--- config.mk ---
export PLATFORM = sky130hd
export DESIGN_NAME = fetch_pc_gen
export DESIGN_NICKNAME = d
export VERILOG_FILES = /design/src/rtl/fetch_pkg.sv /design/src/rtl/fetch_pair_buf.sv /design/src/rtl/fetch_pc_gen.sv
export SDC_FILE = /design/constraint.sdc
export NUM_CORES = 1
export LEC_CHECK = 0
export BUFFER_PORTS_ARGS = -buffer_cell sky130_fd_sc_hd__buf_2
export CAP_MARGIN = 40
export CORE_MARGIN = 2
export CORE_UTILIZATION = 52
export CTS_CLUSTER_DIAMETER = 150
export CTS_CLUSTER_SIZE = 30
export DETAILED_ROUTE_END_ITERATION = 16
export PLACE_DENSITY = 0.79
export SYNTH_ARGS = -nofsm -noshare
export SYNTH_HDL_FRONTEND = slang
export SYNTH_SLANG_ARGS = --single-unit
--- constraint.sdc ---
create_clock -name clk -period 2.7 [get_ports clk]
set_clock_uncertainty 0.15 [all_clocks]
set_input_delay 0.135 -clock clk [delete_from_list [all_inputs] [get_ports clk]]
set_output_delay 0.135 -clock clk [all_outputs]
set_load 0.01 [all_outputs]
--- src/rtl/fetch_pkg.sv ---
// ---------------------------------------------------------------------------
// fetch_pkg
//   Shared types and constants for the dual-way fetch front end.
//   - fetch_state_e     : fetch FSM states (IDLE, REQ, WAIT, HOLD)
//   - FETCH_BLOCK_BYTES : size of one instruction-pair block in bytes
//   - FETCH_RESET_PC    : default program counter loaded at reset
//   - block_addr()      : aligns a PC down to its 8-byte block
// ---------------------------------------------------------------------------
package fetch_pkg;

    typedef enum logic [1:0] {
        IDLE = 2'd0,
        REQ  = 2'd1,
        WAIT = 2'd2,
        HOLD = 2'd3
    } fetch_state_e;

    localparam int unsigned FETCH_BLOCK_BYTES = 8;
    localparam logic [31:0] FETCH_RESET_PC    = 32'h8000_0000;

    function automatic logic [31:0] block_addr(input logic [31:0] pc);
        return {pc[31:3], 3'b000};
    endfunction

endpackage

--- src/rtl/fetch_pair_buf.sv ---
// ---------------------------------------------------------------------------
// fetch_pair_buf
//   Holds one returned instruction pair until the FSM hands it downstream.
//   Ports:
//     clk, reset_n   : clock, asynchronous active-low reset
//     load_i         : capture data_i / addr_i / skip0_i
//     clear_i        : discard the buffered pair (wins over load_i)
//     data_i/data_o  : 64-bit pair, [31:0] way0, [63:32] way1
//     addr_i/addr_o  : 8-byte aligned block address of the pair
//     skip0_i/skip0_o: the low word precedes the fetch PC and must not issue
// ---------------------------------------------------------------------------
module fetch_pair_buf (
    input  logic        clk,
    input  logic        reset_n,
    input  logic        load_i,
    input  logic        clear_i,
    input  logic [63:0] data_i,
    input  logic [31:0] addr_i,
    input  logic        skip0_i,
    output logic [63:0] data_o,
    output logic [31:0] addr_o,
    output logic        skip0_o
);

    logic [63:0] data_q;
    logic [31:0] addr_q;
    logic        skip0_q;

    always_ff @(posedge clk or negedge reset_n) begin
        if (!reset_n) begin
            data_q  <= '0;
            addr_q  <= '0;
            skip0_q <= 1'b0;
        end else if (clear_i) begin
            data_q  <= '0;
            addr_q  <= '0;
            skip0_q <= 1'b0;
        end else if (load_i) begin
            data_q  <= data_i;
            addr_q  <= addr_i;
            skip0_q <= skip0_i;
        end
    end

    assign data_o  = data_q;
    assign addr_o  = addr_q;
    assign skip0_o = skip0_q;

endmodule

--- src/rtl/fetch_pc_gen.sv ---
// ---------------------------------------------------------------------------
// fetch_pc_gen
//   Dual-way fetch front end. Owns the PC, requests 8-byte aligned pairs from
//   instruction memory, buffers each response and delivers it in lockstep:
//   low word to way0, high word to way1. Redirects restart fetch at a new PC
//   and discard any response still in flight.
//
//   Handshakes:
//     memory  : mem_req_o/mem_addr_o are held until a cycle with mem_gnt_i;
//               each grant is answered by exactly one mem_rvalid_i cycle.
//     ways    : way*_valid_o pulse only in HOLD when both way*_ready_i are
//               high and no redirect is present; the ways write on valid
//               without re-checking ready.
//
//   Ports:
//     clk, reset_n              : clock, asynchronous active-low reset
//     redirect_i, redirect_pc_i : single-cycle redirect and its target
//     mem_req_o, mem_addr_o     : fetch request (registered)
//     mem_gnt_i                 : request accepted
//     mem_rvalid_i, mem_rdata_i : response
//     way0_* / way1_*           : per-way valid, instruction, address, ready
//     dbg_state_o, dbg_pc_o     : FSM state and current PC for observation
//   Optional (FETCH_PERF_CNT_EN defined):
//     perf_pair_cnt_o           : transfers made
//     perf_drop_cnt_o           : discarded responses plus discarded buffers
// ---------------------------------------------------------------------------
module fetch_pc_gen
    import fetch_pkg::*;
#(
    parameter logic [31:0] RESET_PC = FETCH_RESET_PC
) (
    input  logic         clk,
    input  logic         reset_n,
    input  logic         redirect_i,
    input  logic [31:0]  redirect_pc_i,
    output logic         mem_req_o,
    output logic [31:0]  mem_addr_o,
    input  logic         mem_gnt_i,
    input  logic         mem_rvalid_i,
    input  logic [63:0]  mem_rdata_i,
    output logic         way0_valid_o,
    output logic [31:0]  way0_inst_o,
    output logic [31:0]  way0_addr_o,
    input  logic         way0_ready_i,
    output logic         way1_valid_o,
    output logic [31:0]  way1_inst_o,
    output logic [31:0]  way1_addr_o,
    input  logic         way1_ready_i,
    output fetch_state_e dbg_state_o,
    output logic [31:0]  dbg_pc_o
`ifdef FETCH_PERF_CNT_EN
    ,
    output logic [31:0]  perf_pair_cnt_o,
    output logic [31:0]  perf_drop_cnt_o
`endif
);

    fetch_state_e state_q, state_d;
    logic [31:0]  pc_q, pc_d;
    logic         drop_q, drop_d;
    logic         mem_req_q, mem_req_d;
    logic [31:0]  mem_addr_q, mem_addr_d;

    // Last values shown to the ways, so inst/addr hold outside HOLD.
    logic [31:0]  out_inst0_q, out_inst1_q, out_addr0_q, out_addr1_q;

    logic         buf_load, buf_clear, xfer;
    logic [63:0]  buf_data;
    logic [31:0]  buf_addr;
    logic         buf_skip0;

    fetch_pair_buf u_pair_buf (
        .clk     (clk),
        .reset_n (reset_n),
        .load_i  (buf_load),
        .clear_i (buf_clear),
        .data_i  (mem_rdata_i),
        .addr_i  (mem_addr_q),
        .skip0_i (pc_q[2]),
        .data_o  (buf_data),
        .addr_o  (buf_addr),
        .skip0_o (buf_skip0)
    );

    // Next-state logic. drop_q marks the one outstanding request whose
    // response must be thrown away because a redirect overtook it.
    always_comb begin
        state_d   = state_q;
        pc_d      = pc_q;
        drop_d    = drop_q;
        buf_load  = 1'b0;
        buf_clear = 1'b0;
        xfer      = 1'b0;
        case (state_q)
            IDLE: begin
                state_d = REQ;
                if (redirect_i) begin
                    pc_d      = redirect_pc_i;
                    buf_clear = 1'b1;
                end
            end
            REQ: begin
                // The address already on the bus stays put; its response is
                // marked for discard instead.
                if (redirect_i) begin
                    pc_d   = redirect_pc_i;
                    drop_d = 1'b1;
                end
                if (mem_gnt_i) begin
                    state_d = WAIT;
                end
            end
            WAIT: begin
                if (redirect_i) begin
                    pc_d = redirect_pc_i;
                end
                if (mem_rvalid_i) begin
                    if (drop_q || redirect_i) begin
                        drop_d  = 1'b0;
                        state_d = REQ;
                    end else begin
                        buf_load = 1'b1;
                        state_d  = HOLD;
                    end
                end else if (redirect_i) begin
                    drop_d = 1'b1;
                end
            end
            HOLD: begin
                if (redirect_i) begin
                    pc_d      = redirect_pc_i;
                    buf_clear = 1'b1;
                    state_d   = REQ;
                end else if (way0_ready_i && way1_ready_i) begin
                    xfer    = 1'b1;
                    pc_d    = block_addr(pc_q) + 32'(FETCH_BLOCK_BYTES);
                    state_d = REQ;
                end
            end
            default: begin
                state_d = IDLE;
            end
        endcase

        mem_req_d = (state_d == REQ);
        // Address is captured only on entry to REQ so it is stable until gnt.
        if ((state_d == REQ) && (state_q != REQ)) begin
            mem_addr_d = block_addr(pc_d);
        end else begin
            mem_addr_d = mem_addr_q;
        end
    end

    always_ff @(posedge clk or negedge reset_n) begin
        if (!reset_n) begin
            state_q     <= IDLE;
            pc_q        <= RESET_PC;
            drop_q      <= 1'b0;
            mem_req_q   <= 1'b0;
            mem_addr_q  <= '0;
            out_inst0_q <= '0;
            out_inst1_q <= '0;
            out_addr0_q <= '0;
            out_addr1_q <= '0;
        end else begin
            state_q    <= state_d;
            pc_q       <= pc_d;
            drop_q     <= drop_d;
            mem_req_q  <= mem_req_d;
            mem_addr_q <= mem_addr_d;
            if (state_q == HOLD) begin
                out_inst0_q <= buf_data[31:0];
                out_inst1_q <= buf_data[63:32];
                out_addr0_q <= buf_addr;
                out_addr1_q <= buf_addr + 32'd4;
            end
        end
    end

    assign mem_req_o  = mem_req_q;
    assign mem_addr_o = mem_addr_q;

    // A pair fetched from an odd-word PC only issues its high word.
    assign way0_valid_o = xfer && !buf_skip0;
    assign way1_valid_o = xfer;

    assign way0_inst_o = (state_q == HOLD) ? buf_data[31:0]   : out_inst0_q;
    assign way1_inst_o = (state_q == HOLD) ? buf_data[63:32]  : out_inst1_q;
    assign way0_addr_o = (state_q == HOLD) ? buf_addr          : out_addr0_q;
    assign way1_addr_o = (state_q == HOLD) ? buf_addr + 32'd4  : out_addr1_q;

    assign dbg_state_o = state_q;
    assign dbg_pc_o    = pc_q;

`ifdef FETCH_PERF_CNT_EN
    logic        drop_evt;
    logic [31:0] pair_cnt_q, drop_cnt_q;

    // A discarded response or a discarded buffered pair.
    assign drop_evt = ((state_q == WAIT) && mem_rvalid_i && (drop_q || redirect_i)) ||
                      ((state_q == HOLD) && redirect_i);

    always_ff @(posedge clk or negedge reset_n) begin
        if (!reset_n) begin
            pair_cnt_q <= '0;
            drop_cnt_q <= '0;
        end else begin
            if (xfer) begin
                pair_cnt_q <= pair_cnt_q + 32'd1;
            end
            if (drop_evt) begin
                drop_cnt_q <= drop_cnt_q + 32'd1;
            end
        end
    end

    assign perf_pair_cnt_o = pair_cnt_q;
    assign perf_drop_cnt_o = drop_cnt_q;
`endif

endmodule

# ---- After elaboration in Yosys (flattened, before gate mapping)
# Cells that the tools add are included.
dict set report totals {
  input_bits 103
  ff_bits 290
  latch_bits 0
  out_inout_bits 197
  wordCells 67
  rom_bits 0
  memories 0
  ramBits 0
}
dict set report op_classes {
  bitwise 0
  n_reduce_logical 12
  mul 0
  mux 32
  eq_ne 8
  shift 0
  n_lt_le_gt_ge 0
  add_sub_neg 2
  n_div 0
}
# op count
set op_table {}
lappend op_table {{32-bit two-way mux} 9}
lappend op_table {{64-bit two-way mux} 2}
lappend op_table {{32-bit case mux with 2 select lines} 1}
lappend op_table {{32-bit by 3-bit adder with 32-bit output, second input constant} 1}
lappend op_table {{32-bit by 4-bit adder with 32-bit output, second input constant} 1}
lappend op_table {{1-bit two-way mux} 13}
lappend op_table {{2-bit two-way mux} 5}
lappend op_table {{2-bit case mux with 4 select lines} 1}
lappend op_table {{3-bit != test, second input constant} 2}
lappend op_table {{2-bit by 1-bit == test with 1-bit output, second input constant} 2}
lappend op_table {{2-bit == test, second input constant} 2}
lappend op_table {{2-bit by 1-bit != test with 1-bit output, second input constant} 2}
lappend op_table {{2-bit AND reduction} 2}
lappend op_table {{2-bit nonzero test} 2}
lappend op_table {{1-bit logical AND} 3}
lappend op_table {{3-bit OR reduction} 1}
lappend op_table {{2-bit zero test} 1}
lappend op_table {{1-bit case mux with 2 select lines} 1}
lappend op_table {{2-bit OR reduction} 1}
lappend op_table {{1-bit zero test} 1}
lappend op_table {{1-bit logical OR} 1}

# ---- Depth between registers and ports, before layout
# Gate-level depths: netlist (run 1).
dict set report depth {
  word_depth 6
  mapped_depth 10
  ltp_nobuf 7
}

# ---- Hierarchy
# Synthesis (run 1) repeated with hierarchy kept, for this count alone.
dict set report unflattened {
  hier_cells 1023
  area_unflattened_um2 12490.7
}
# module area_per_inst_um2 seq_area_each_um2 instances cells_per_inst
set modules_own_cells {}
lappend modules_own_cells {fetch_pc_gen 8569.5 4830.9 1 710}
lappend modules_own_cells {fetch_pair_buf 3921.3 2427.3 1 313}

# ---- Worst setup path before layout (run 1)
# OpenSTA, ideal clock, no wires.
dict set report synth_path {
  path_type {reg-to-reg}
  start {register state_q[0], in the netlist dbg_state_o[0]}
  end {register mem_addr_q[21], in the netlist mem_addr_o[21]}
  t_arrival_ns 2.220
  slack_ns 0.205
  stages_incl_launch_ff 11
  setup_ns 0.125
  n_path_buf 3
  t_required_ns 2.425
  period_less_slack_ns 2.495
  path_cell_list {dfrtp_1 -> inv_1 -> ha_1 -> nor4bb_1 -> buf_2 -> nand2b_1 -> a221oi_1 -> o21bai_1 -> buf_2 -> buf_4 -> mux2_2}
}
dict set report synth_between {
  elab_chain_len 5
  elab_cells_between_ends 14
  classes_between {eq/ne: 5; mux: 6; reduce/logical: 3}
}
# element line_no
set synth_rtl {}
lappend synth_rtl {{start: declaration} fetch_pc_gen.sv:58} ;# fetch_state_e state_q, state_d;
lappend synth_rtl {{start signal: assignment} fetch_pc_gen.sv:166} ;# state_q <= state_d;
lappend synth_rtl {{2-bit two-way mux} fetch_pc_gen.sv:134} ;# end else if (way0_ready_i && way1_ready_i) begin
lappend synth_rtl {{2-bit two-way mux} fetch_pc_gen.sv:130} ;# if (redirect_i) begin
lappend synth_rtl {{2-bit case mux with 4 select lines} fetch_pc_gen.sv:94} ;# case (state_q)
lappend synth_rtl {{2-bit by 1-bit == test with 1-bit output} fetch_pc_gen.sv:147} ;# if ((state_d == REQ) && (state_q != REQ)) begin
lappend synth_rtl {{1-bit logical AND} fetch_pc_gen.sv:147}
lappend synth_rtl {{end signal: assignment} fetch_pc_gen.sv:170} ;# mem_addr_q <= mem_addr_d;
lappend synth_rtl {{end: declaration} fetch_pc_gen.sv:62} ;# logic [31:0] mem_addr_q, mem_addr_d;
# Several ways; a longest one is shown, not always the timed one.
# A chain may end at the register's enable or synchronous reset.

# ---- Final worst setup path (run 1)
dict set report layout_path {
  start {register state_q[1], in the netlist dbg_state_o[1]}
  end {output way1_inst_o[19]}
}
dict set report layout_between {
  elab_chain_len 2
}
# element line_no
set layout_rtl {}
lappend layout_rtl {{2-bit == test} fetch_pc_gen.sv:188} ;# assign way1_inst_o = (state_q == HOLD) ? buf_data[63:32] : out_inst1_q;
lappend layout_rtl {{32-bit two-way mux} --}
lappend layout_rtl {{end: declaration} fetch_pc_gen.sv:46} ;# output logic [31:0] way1_inst_o,
# Every way passes these cells.

==> results of run 1 <==
==> final cells by class <==
class	instances	area [um2]	share of cell area
flip-flops and latches	287	7180	0.495
multi-input cells	433	3510	0.242
repair buffers	430	2870	0.197
well taps	275	344	0.0237
clock buffers	16	337	0.0232
inverters	69	259	0.0178
clock inverters	1	16.3	0.00112
==> sequential cells by signal (all words and copies together) (netlist names) <==
signal              count
drop_q                  1
out_inst1_q            32
u_pair_buf.data_o      64
mem_req_o               1
out_addr1_q            32
u_pair_buf.addr_o      29
dbg_state_o             2
mem_addr_o             29
out_inst0_q            32
out_addr0_q            32
u_pair_buf.skip0_o      1
dbg_pc_o               32
==> through the flow <==
step / power (mW) / utilization / cells / TNS, ps / instance area, um2
floorplan: 6.96 / - / 841 / 0 / 11100
global placement: 8.12 / 0.619 / 1383 / 0 / 13000
detailed placement: 8.26 / 0.620 / 1384 / 0 / 13000
CTS: 10.6 / 0.688 / 1506 / 0 / 14500
global route: 11.2 / 0.691 / 1511 / -2.77 / 14500
finish: 10.7 / 0.691 / 1511 / 0 / 14500
==> placed cells by master (no fill, tap or decap), types with 2 or more instances in the layout <==
master / n
a21oi_1: 4
a221oi_1: 2
a22o_1: 94
a31oi_1: 2
and3_1: 5
buf_12: 7
buf_2: 295
buf_4: 21
clkbuf_1: 3
clkbuf_16: 13
conb_1: 3
dfrtp_1: 286
dlygate4sd3_1: 105
ha_1: 5
inv_1: 68
mux2_2: 93
mux2i_1: 48
nand2_1: 46
nand2b_1: 2
nand3_1: 17
nand4_1: 6
nor2_1: 8
nor2b_1: 7
nor3_2: 2
nor4_1: 3
nor4_2: 2
o21ai_0: 65
or2_2: 2
==> cell usage after synthesis, types with 2 or more instances <==
| library cell | instances | area share |
|---|---|---|
| or2_2 | 2 | 0.0011 |
| nand3_1 | 17 | 0.0076 |
| buf_2 | 6 | 0.0027 |
| a31oi_1 | 2 | 0.0011 |
| nand2_1 | 46 | 0.016 |
| nor2_1 | 8 | 0.0027 |
| a21oi_1 | 5 | 0.0022 |
| o21ai_0 | 65 | 0.029 |
| dfrtp_1 | 286 | 0.64 |
| nor3_2 | 2 | 0.0018 |
| a221oi_1 | 2 | 0.0016 |
| buf_1 | 7 | 0.0024 |
| nand2b_1 | 2 | 0.0011 |
| mux2i_1 | 48 | 0.043 |
| mux2_2 | 93 | 0.094 |
| nor4_1 | 3 | 0.0017 |
| a22o_1 | 94 | 0.074 |
| and3_1 | 5 | 0.0028 |
| nor4_2 | 2 | 0.0022 |
| ha_1 | 6 | 0.0067 |
| nor2b_1 | 7 | 0.0039 |
| nand4_1 | 6 | 0.0034 |
| buf_4 | 5 | 0.0034 |
| clkbuf_1 | 32 | 0.011 |
| inv_1 | 68 | 0.023 |
==> cell families after synthesis <==
| group | count (synthesis) | synth area share |
|---|---|---|
| AO/OA/AOI/OAI | 173 | 0.112 |
| buffers and inverters | 121 | 0.0440 |
| adder cells (fa/ha/maj) | 6 | 0.00675 |
| XOR/XNOR | 1 | 0.000787 |
| multiplexers | 142 | 0.138 |
| other | 1 | 0.000337 |
| flip-flops | 287 | 0.646 |
| AND/OR/NAND/NOR | 108 | 0.0525 |
==> repair_timing <==
item | CTS | global route
resized for setup | 5 | 6
hold buffers | 105 | 0
endpoints found under the hold margin | 268 | 0
setup buffers | 0 | 5
pin swaps | 0 | 1
endpoints found under the setup margin | 85 | 90
gates cloned | 0 | 0
==> worst register-to-register path: stages (launching register included) <==
cell	delay [ps]
dfrtp_1	400
inv_1	90
ha_1	170
nor4bb_4	420
nand2b_1	190
a221oi_1	90
o21bai_4	290
buf_4	260
mux2_2	360
==> per-layer routing <==
metal	GRT usage	vias to the layer above	part of all wire
met1	0.327	4090	0.41
met5	0	-	0
li1	-	3714	-
met2	0.420	268	0.49
met3	0.0436	78	0.060
met4	0.104	0	0.043
==> path summary, 6_finish.rpt <==
path | start | to | slack [ps] | cells after the start
max in group asynchronous | reset_n | out_addr0_q[4] | 1480 | 3
min in group asynchronous | reset_n | u_pair_buf.addr_o[21] | 110 | 2
min reg2reg | out_addr1_q[2] | out_addr1_q[2] | 310 | 1
min | redirect_pc_i[23] | dbg_pc_o[23] | 20 | 4
max | dbg_state_o[1] | way1_inst_o[19] | 120 | 6
max reg2reg | dbg_state_o[0] | mem_addr_o[25] | 160 | 8
==> power groups by stage <==
stage / clock network, mW / logic, mW / registers, mW
global placement: 0 / 2.86 / 5.26
CTS: 2.26 / 3.15 / 5.19
finish: 2.21 / 3.26 / 5.20
detailed placement: 0 / 2.99 / 5.28
global route: 2.39 / 3.52 / 5.27
floorplan: 0 / 1.64 / 5.31
==> out/qor.csv, run 1 <==
metric,value,unit
outcome,completed,
synthCells,839,
avgRoutedWirePerCell,18.8,um
ys_types,45,
ys.flop_type,dfrtp_1,
power_frac_seq,0.488,
setup_violations,0,
grt_pass1_vias,8431,
start_util,0.529,
grt_pass1_wl,44800,um
cp.required,2410,ps
period_share,0.954,
ys_warn_count,0,
drt_iter0_drc,387,
leakagePower,7.59,nW
io_buffers,296,
power_density,734,nW/um2
ios,300,
cp.arrival,2290,ps
ys_ff_latch,287,
nFillCells,1481,
gp_congestion,0.814,
drcViolationCount,0,
die_w,150,um
synthesis.area,11100,um2
worst_slack,124,ps
end_kind,primary output,
via_count,8150,
cts-buffers-inserted,13,
grt_max_degree,83,
dp_slack,113,ps
die_h,150,um
maxSlewHeadroom,0.531,
syn2layout_area_growth,30.5,%
hold_viol,0,
slew_viol_final,0,
crit_buf_inv,4,
row_count,53,
grt_usage,0.251,
clock_power_share,0.207,
power_switching,3.42,mW
fmax,388,MHz
critPathSlowestCell,dfrtp_1,
clock_latency,490,ps
drive_gt1_frac,0.362,
wl,28500,um
hold_path.class,in -> reg,
cpPeakStageDelay,430,ps
clock_path_buffers,3,
cts_tree,yes,
htree_levels,1,
combPwrFrac,0.305,
ant_nets,0,
cts.clk_slew.worst_paths,110,ps
dpl.hpwl,18700,um
irDropWorstVdd,535,uV
path_cells,"buf_4, ha_4, buf_12, buf_12, mux2_2, buf_2",
cp_top_family,buffers and inverters,
grt-ovfl-total,0,
synthArstFlopShare,1.00,
crit_path_start_kind,flip-flop,
dieArea,22600,um2
path_common_cell,buf_12,
cts_sinks,287,
maxCapViolCount,0,
seq_area_frac_synth,0.646,
power_switching_share,0.321,
ctsRootBufferMaster,clkbuf_16,
nets,1343,
criticalPathCategory,reg -> out,
cp_max_fo,55,
drt-pass1-iter-count,4,
min_period,2580,ps
avgViaCountPerCell,5.39,
core,21000,um2
fin_hold_ws,22.1,ps
antenna_found_initial,0,
syn_area_per_cell,13.3,um2
insertedDiodeCount,0,
synth_edf_count,0,
worst_pin_slew,704,ps
internal_power,7.24,mW
Note: power is estimated with default switching activity, not from simulation.
==> inputs of run 2 (changes only) <==
--- a/config.mk
+++ b/config.mk
@@ -8,11 +8,11 @@
 export BUFFER_PORTS_ARGS = -buffer_cell sky130_fd_sc_hd__buf_2
 export CAP_MARGIN = 40
 export CORE_MARGIN = 2
-export CORE_UTILIZATION = 52
+export CORE_UTILIZATION = 47
 export CTS_CLUSTER_DIAMETER = 150
 export CTS_CLUSTER_SIZE = 30
 export DETAILED_ROUTE_END_ITERATION = 16
-export PLACE_DENSITY = 0.79
+export PLACE_DENSITY = 0.75
 export SYNTH_ARGS = -nofsm -noshare
 export SYNTH_HDL_FRONTEND = slang
 export SYNTH_SLANG_ARGS = --single-unit
==> constraint.sdc (replaced) <==
create_clock -name clk -period 2.25 [get_ports clk]
set_clock_uncertainty 0.15 [all_clocks]
set_input_delay 0.1125 -clock clk [delete_from_list [all_inputs] [get_ports clk]]
set_output_delay 0.1125 -clock clk [all_outputs]
set_load 0.01 [all_outputs]
==> run 2 against run 1 <==
Against the previous run:
- the flow now finishes with violations (setup timing)
- die area up 10%
- global-route usage down 2.4 points
- clock power up 21%
- cell area up 4.2%
- setup slack worse by 180 ps
- power up 26%
- first-iteration DRC count up 36%
- register-to-register slack worse by 210 ps
- via count up 1.1%
==> out/qor.csv, run 2 (synthesized netlist as in run 1, its figures left out) <==
metric,value,unit
min_period,2300,ps
cpPeakStageDelay,630,ps
maxSlewHeadroom,0.646,
finalNonFillerCells,1572,
wl,30000,um
cts.clk_slew.worst_paths,120,ps
rrSetupSlack,-50,ps
die_w,158,um
cts_tree,yes,
violations,setup timing,
nets,1360,
clock_path_buffers,3,
nFillCells,1714,
start_util,0.477,
layout_common_cells,"284 x dfrtp_1, 275 x buf_2, 108 x dlygate4sd3_1",
holdCritStartpoint,mem_rdata_i[0],
setup_violations,42,
gr-usage-met1,0.300,
gp_congestion,0.786,
criticalPathCategory,reg -> reg,
hold_viol,0,
io_buffers,296,
cp.required,2490,ps
clock_latency,500,ps
row_count,56,
finalSetupTns,-562,ps
grt_usage,0.227,
leakagePower,7.80,nW
dp_cells,1437,
ios,300,
outcome,"finished, violations left",
slew_viol_final,0,
ctsRootBufferMaster,clkbuf_16,
antenna_found_initial,0,
grt_max_degree,77,
grt-ovfl-total,0,
ant_nets,0,
largest_register_ffs,64,
fmax,434,MHz
dpl.hpwl,18800,um
cp_max_fo,6,
cts_sinks,287,
die_h,158,um
avgViaCountPerCell,5.24,
drive_gt1_frac,0.377,
regToRegEndpoint,mem_addr_o[21],
critPathSlowestCell,or4_4,
grt_pass1_vias,8470,
via_count,8236,
hold_path_depth,3,
insertedDiodeCount,0,
final_common_cell,dfrtp_1,
r2r_cells,6,
crit_path_start_kind,flip-flop,
period_share,1.02,
irDropWorstVdd,535,uV
worstHoldEndpoint,u_pair_buf.data_o[0],
r2r-start,dbg_state_o[0],
drt_iter0_drc,525,
maxCapViolCount,0,
worst_pin_slew,532,ps
drt-pass1-iter-count,4,
global_route.usage.met3,0.0402,
htree_levels,1,
end_kind,flip-flop,
power_density,885,nW/um2
dieArea,24900,um2
avgRoutedWirePerCell,19.1,um
cp.arrival,2550,ps
hold_path.class,in -> reg,
top_usage_layer,met2,
grt_setup_unrepaired,true,
met2_usage,0.377,
cts-buffers-inserted,13,
worst_slack,-52.6,ps
path_cells,"ha_4, nand4b_4, or4_4, nor4_4, mux2i_1, mux2_2",
syn2layout_area_growth,36.0,%
core,23300,um2
drcViolationCount,0,
grt_pass1_wl,44800,um
[run 2: cell count changes in the layout (fill, tap and decap cells not counted), sizes merged]
cell         before  now
clkbuf           16   17
buf             325  338
dlygate4sd3     105  108
[run 2: cell type report]
cell class              instances  area (um2)  share of cell area
repair buffers                447        3210               0.212
multi-input cells             433        3720               0.246
well taps                     319         399              0.0264
inverters                      69         259              0.0171
clock buffers                  16         337              0.0222
clock inverters                 1        16.3             0.00108
flip-flops and latches        287        7190               0.475
[run 2: power by group]
group	switching (mW)	leakage, nW	internal (mW)
sequential	0.463	3.86	5.79
combinational	2.34	3.78	2.14
clock	1.58	0.171	1.09
[run 2: metrics by stage]
step	setup slack [ps]	cell area, um2	util	power (mW)	hold slack (ps)
after floorplan	-45.5	11200	-	8.45	-333
after global placement	23.3	13200	0.567	10.0	-85.2
after detailed placement	-71.9	13200	0.567	10.1	-79.3
after CTS	-52.5	14800	0.634	13.1	74.5
after global routing	-191	15100	0.648	14.0	202
final	-52.6	15100	0.648	13.4	223
[run 2: how the worst max path moves through the flow]
stage / startpoint / endpoint / slack, ps
floorplan: dbg_state_o[0] / mem_addr_o[21] / -50
finish: dbg_state_o[0] / mem_addr_o[21] / -50
detailed placement: dbg_state_o[0] / mem_addr_o[4] / -70
global route: dbg_state_o[1] / mem_addr_o[21] / -190
CTS: dbg_state_o[1] / mem_addr_o[19] / -50
global placement: dbg_state_o[0] / mem_addr_o[4] / 20
[run 2: worst max-delay path, delay by kind of cell, from the launching register on]
family | cells | cell delay [ps]
and+or+nand+nor | 3 | 940
muxes | 2 | 410
DFF | 1 | 440
adders and majority gates | 1 | 270
[run 2: what timing repair did]
| item | in CTS | in global routing |
|---|---|---|
| hold endpoints to repair | 405 | 1 |
| endpoints found under the setup margin | 232 | 152 |
| pin swaps | 2 | 6 |
| buffers inserted | 4 | 4 |
| resized for setup | 15 | 65 |
| hold buffers | 106 | 2 |
| cloned | 2 | 2 |
[run 2: metal layers]
layer / wire length (um) / vias to the layer above
met2: 14900 / 239
li1: - / 3744
met4: 1160 / 0
met3: 1610 / 74
met1: 12300 / 4179
met5: 0 / -
==> inputs of run 3 (changes only) <==
--- a/config.mk
+++ b/config.mk
@@ -5,13 +5,15 @@
 export SDC_FILE = /design/constraint.sdc
 export NUM_CORES = 1
 export LEC_CHECK = 0
-export BUFFER_PORTS_ARGS = -buffer_cell sky130_fd_sc_hd__buf_2
 export CAP_MARGIN = 40
+export CORE_ASPECT_RATIO = 0.9
 export CORE_MARGIN = 2
-export CORE_UTILIZATION = 47
+export CORE_UTILIZATION = 57
 export CTS_CLUSTER_DIAMETER = 150
 export CTS_CLUSTER_SIZE = 30
 export DETAILED_ROUTE_END_ITERATION = 16
+export DONT_BUFFER_PORTS = 1
+export GPL_ROUTABILITY_DRIVEN = 0
 export PLACE_DENSITY = 0.75
 export SYNTH_ARGS = -nofsm -noshare
 export SYNTH_HDL_FRONTEND = slang
==> run 3 against run 2 <==
Against the previous run:
- the run ends with hold timing, setup timing left
- critical path depth is 3 lower
- sequential power is 4.2% higher
- setup slack better by 49 ps
==> out/qor.csv, run 3 (synthesized netlist as in run 1, its figures left out) <==
metric,value,unit
leakagePower,6.81,nW
htree_levels,1,
hold_path.class,in -> async,
antenna_found_initial,0,
drt_iter0_drc,421,
grt_max_degree,288,
via_count,7542,
end_kind,primary output,
ios,300,
start_util,0.581,
finalSetupTns,-15.1,ps
core,19200,um2
clock_latency,500,ps
grt_setup_unrepaired,true,
grt_pass1_wl,42600,um
nFillCells,1186,
dp_slack,-132,ps
wl,28200,um
criticalPathCategory,reg -> out,
fmax,444,MHz
drive_gt1_frac,0.251,
io_buffers,0,
die_h,137,um
violations,"hold timing, setup timing",
avgRoutedWirePerCell,21.9,um
fin_hold_ws,-834,ps
hold_viol,289,
cts_sinks,287,
cp_max_fo,38,
cts_tree,yes,
grt-ovfl-total,0,
crit_path_start_kind,flip-flop,
min_period,2250,ps
nets,1145,
dpl.hpwl,18200,um
dieArea,20700,um2
syn2layout_area_growth,25.3,%
maxSlewHeadroom,0.502,
irDropWorstVdd,819,uV
avgViaCountPerCell,5.84,
largest_register_ffs,64,
multi_input_area,3610,um2
ant_nets,0,
drcViolationCount,0,
die_w,151,um
rrSetupSlack,-4,ps
period_share,1.00,
setup_violations,9,
finalNonFillerCells,1291,
cts.clk_slew.worst_paths,110,ps
maxCapViolCount,0,
row_count,48,
clock_path_buffers,3,
cp.arrival,1990,ps
drt-pass1-iter-count,4,
power_density,912,nW/um2
slew_viol_final,0,
final-seq-area,7190,um2
grt_usage,0.263,
grt_pass1_vias,7822,
worst_pin_slew,747,ps
outcome,"finished, violations left",
dp_cells,1145,
cp.required,1990,ps
final_common_cell,dfrtp_1,
fin_util,0.728,
worst_slack,-4.09,ps
cts-buffers-inserted,13,
layout_common_cells,"284 x dfrtp_1, 112 x dlygate4sd3_1, 105 x buf_4",
ctsRootBufferMaster,clkbuf_16,
ctsHoldBuffers,113,
run 3: layout make-up:
type | count | share of cell area
clock buffer | 17 | 0.0244
multi-input combinational | 433 | 0.259
clock inverter | 2 | 0.00179
tap | 250 | 0.0224
inverter | 69 | 0.0186
timing repair buffer | 232 | 0.158
sequential | 287 | 0.515
antenna | 1 | 0.000179
run 3: worst paths after layout:
kind,start,endpoint,depth (start not counted)
setup / recovery,dbg_state_o[1],way1_inst_o[3],3
max in group asynchronous,reset_n,out_addr1_q[12],0
hold reg to reg,out_addr1_q[2],out_addr1_q[2],1
min in group clk,way1_ready_i,dbg_pc_o[1],3
hold / removal,reset_n,u_pair_buf.addr_o[25],0
setup reg to reg,dbg_state_o[1],mem_addr_o[21],7
run 3: critical path, stage by stage (launching register included):
cell and delay [ps]:
dfrtp_2 450, ha_4 240, clkbuf_8 360, mux2_2 430
run 3: what timing repair did:
item | 4_1_cts | 5_1_grt
resized for setup | 20 | 57
pin swaps | 3 | 3
endpoints found under the setup margin | 197 | 152
endpoints found under the hold margin | 439 | 287
buffers inserted | 1 | 9
cloned | 0 | 3
run 3: per-layer routing:
metal  global-route usage  up-vias  wire, um  part of all wire
li1                     -     3327         -                 -
met1                0.340     3838     11000              0.39
met2                0.439      319     14100              0.50
met3               0.0730       58      2400             0.085
met4               0.0774        0       705             0.025
met5                    0        -         0                 0
run 3: through the flow:
step | area (um2) | power, mW
global route | 13900 | 13.3
global placement | 12100 | 9.32
finish | 13900 | 12.7
CTS | 13700 | 12.5
floorplan | 11200 | 8.45
detailed placement | 12100 | 9.49
run 3: where the power goes:
group / total (mW) / switching [mW] / internal, mW
registers: 6.51 / 0.726 / 5.78
logic: 3.58 / 1.82 / 1.76
clock network: 2.63 / 1.53 / 1.10
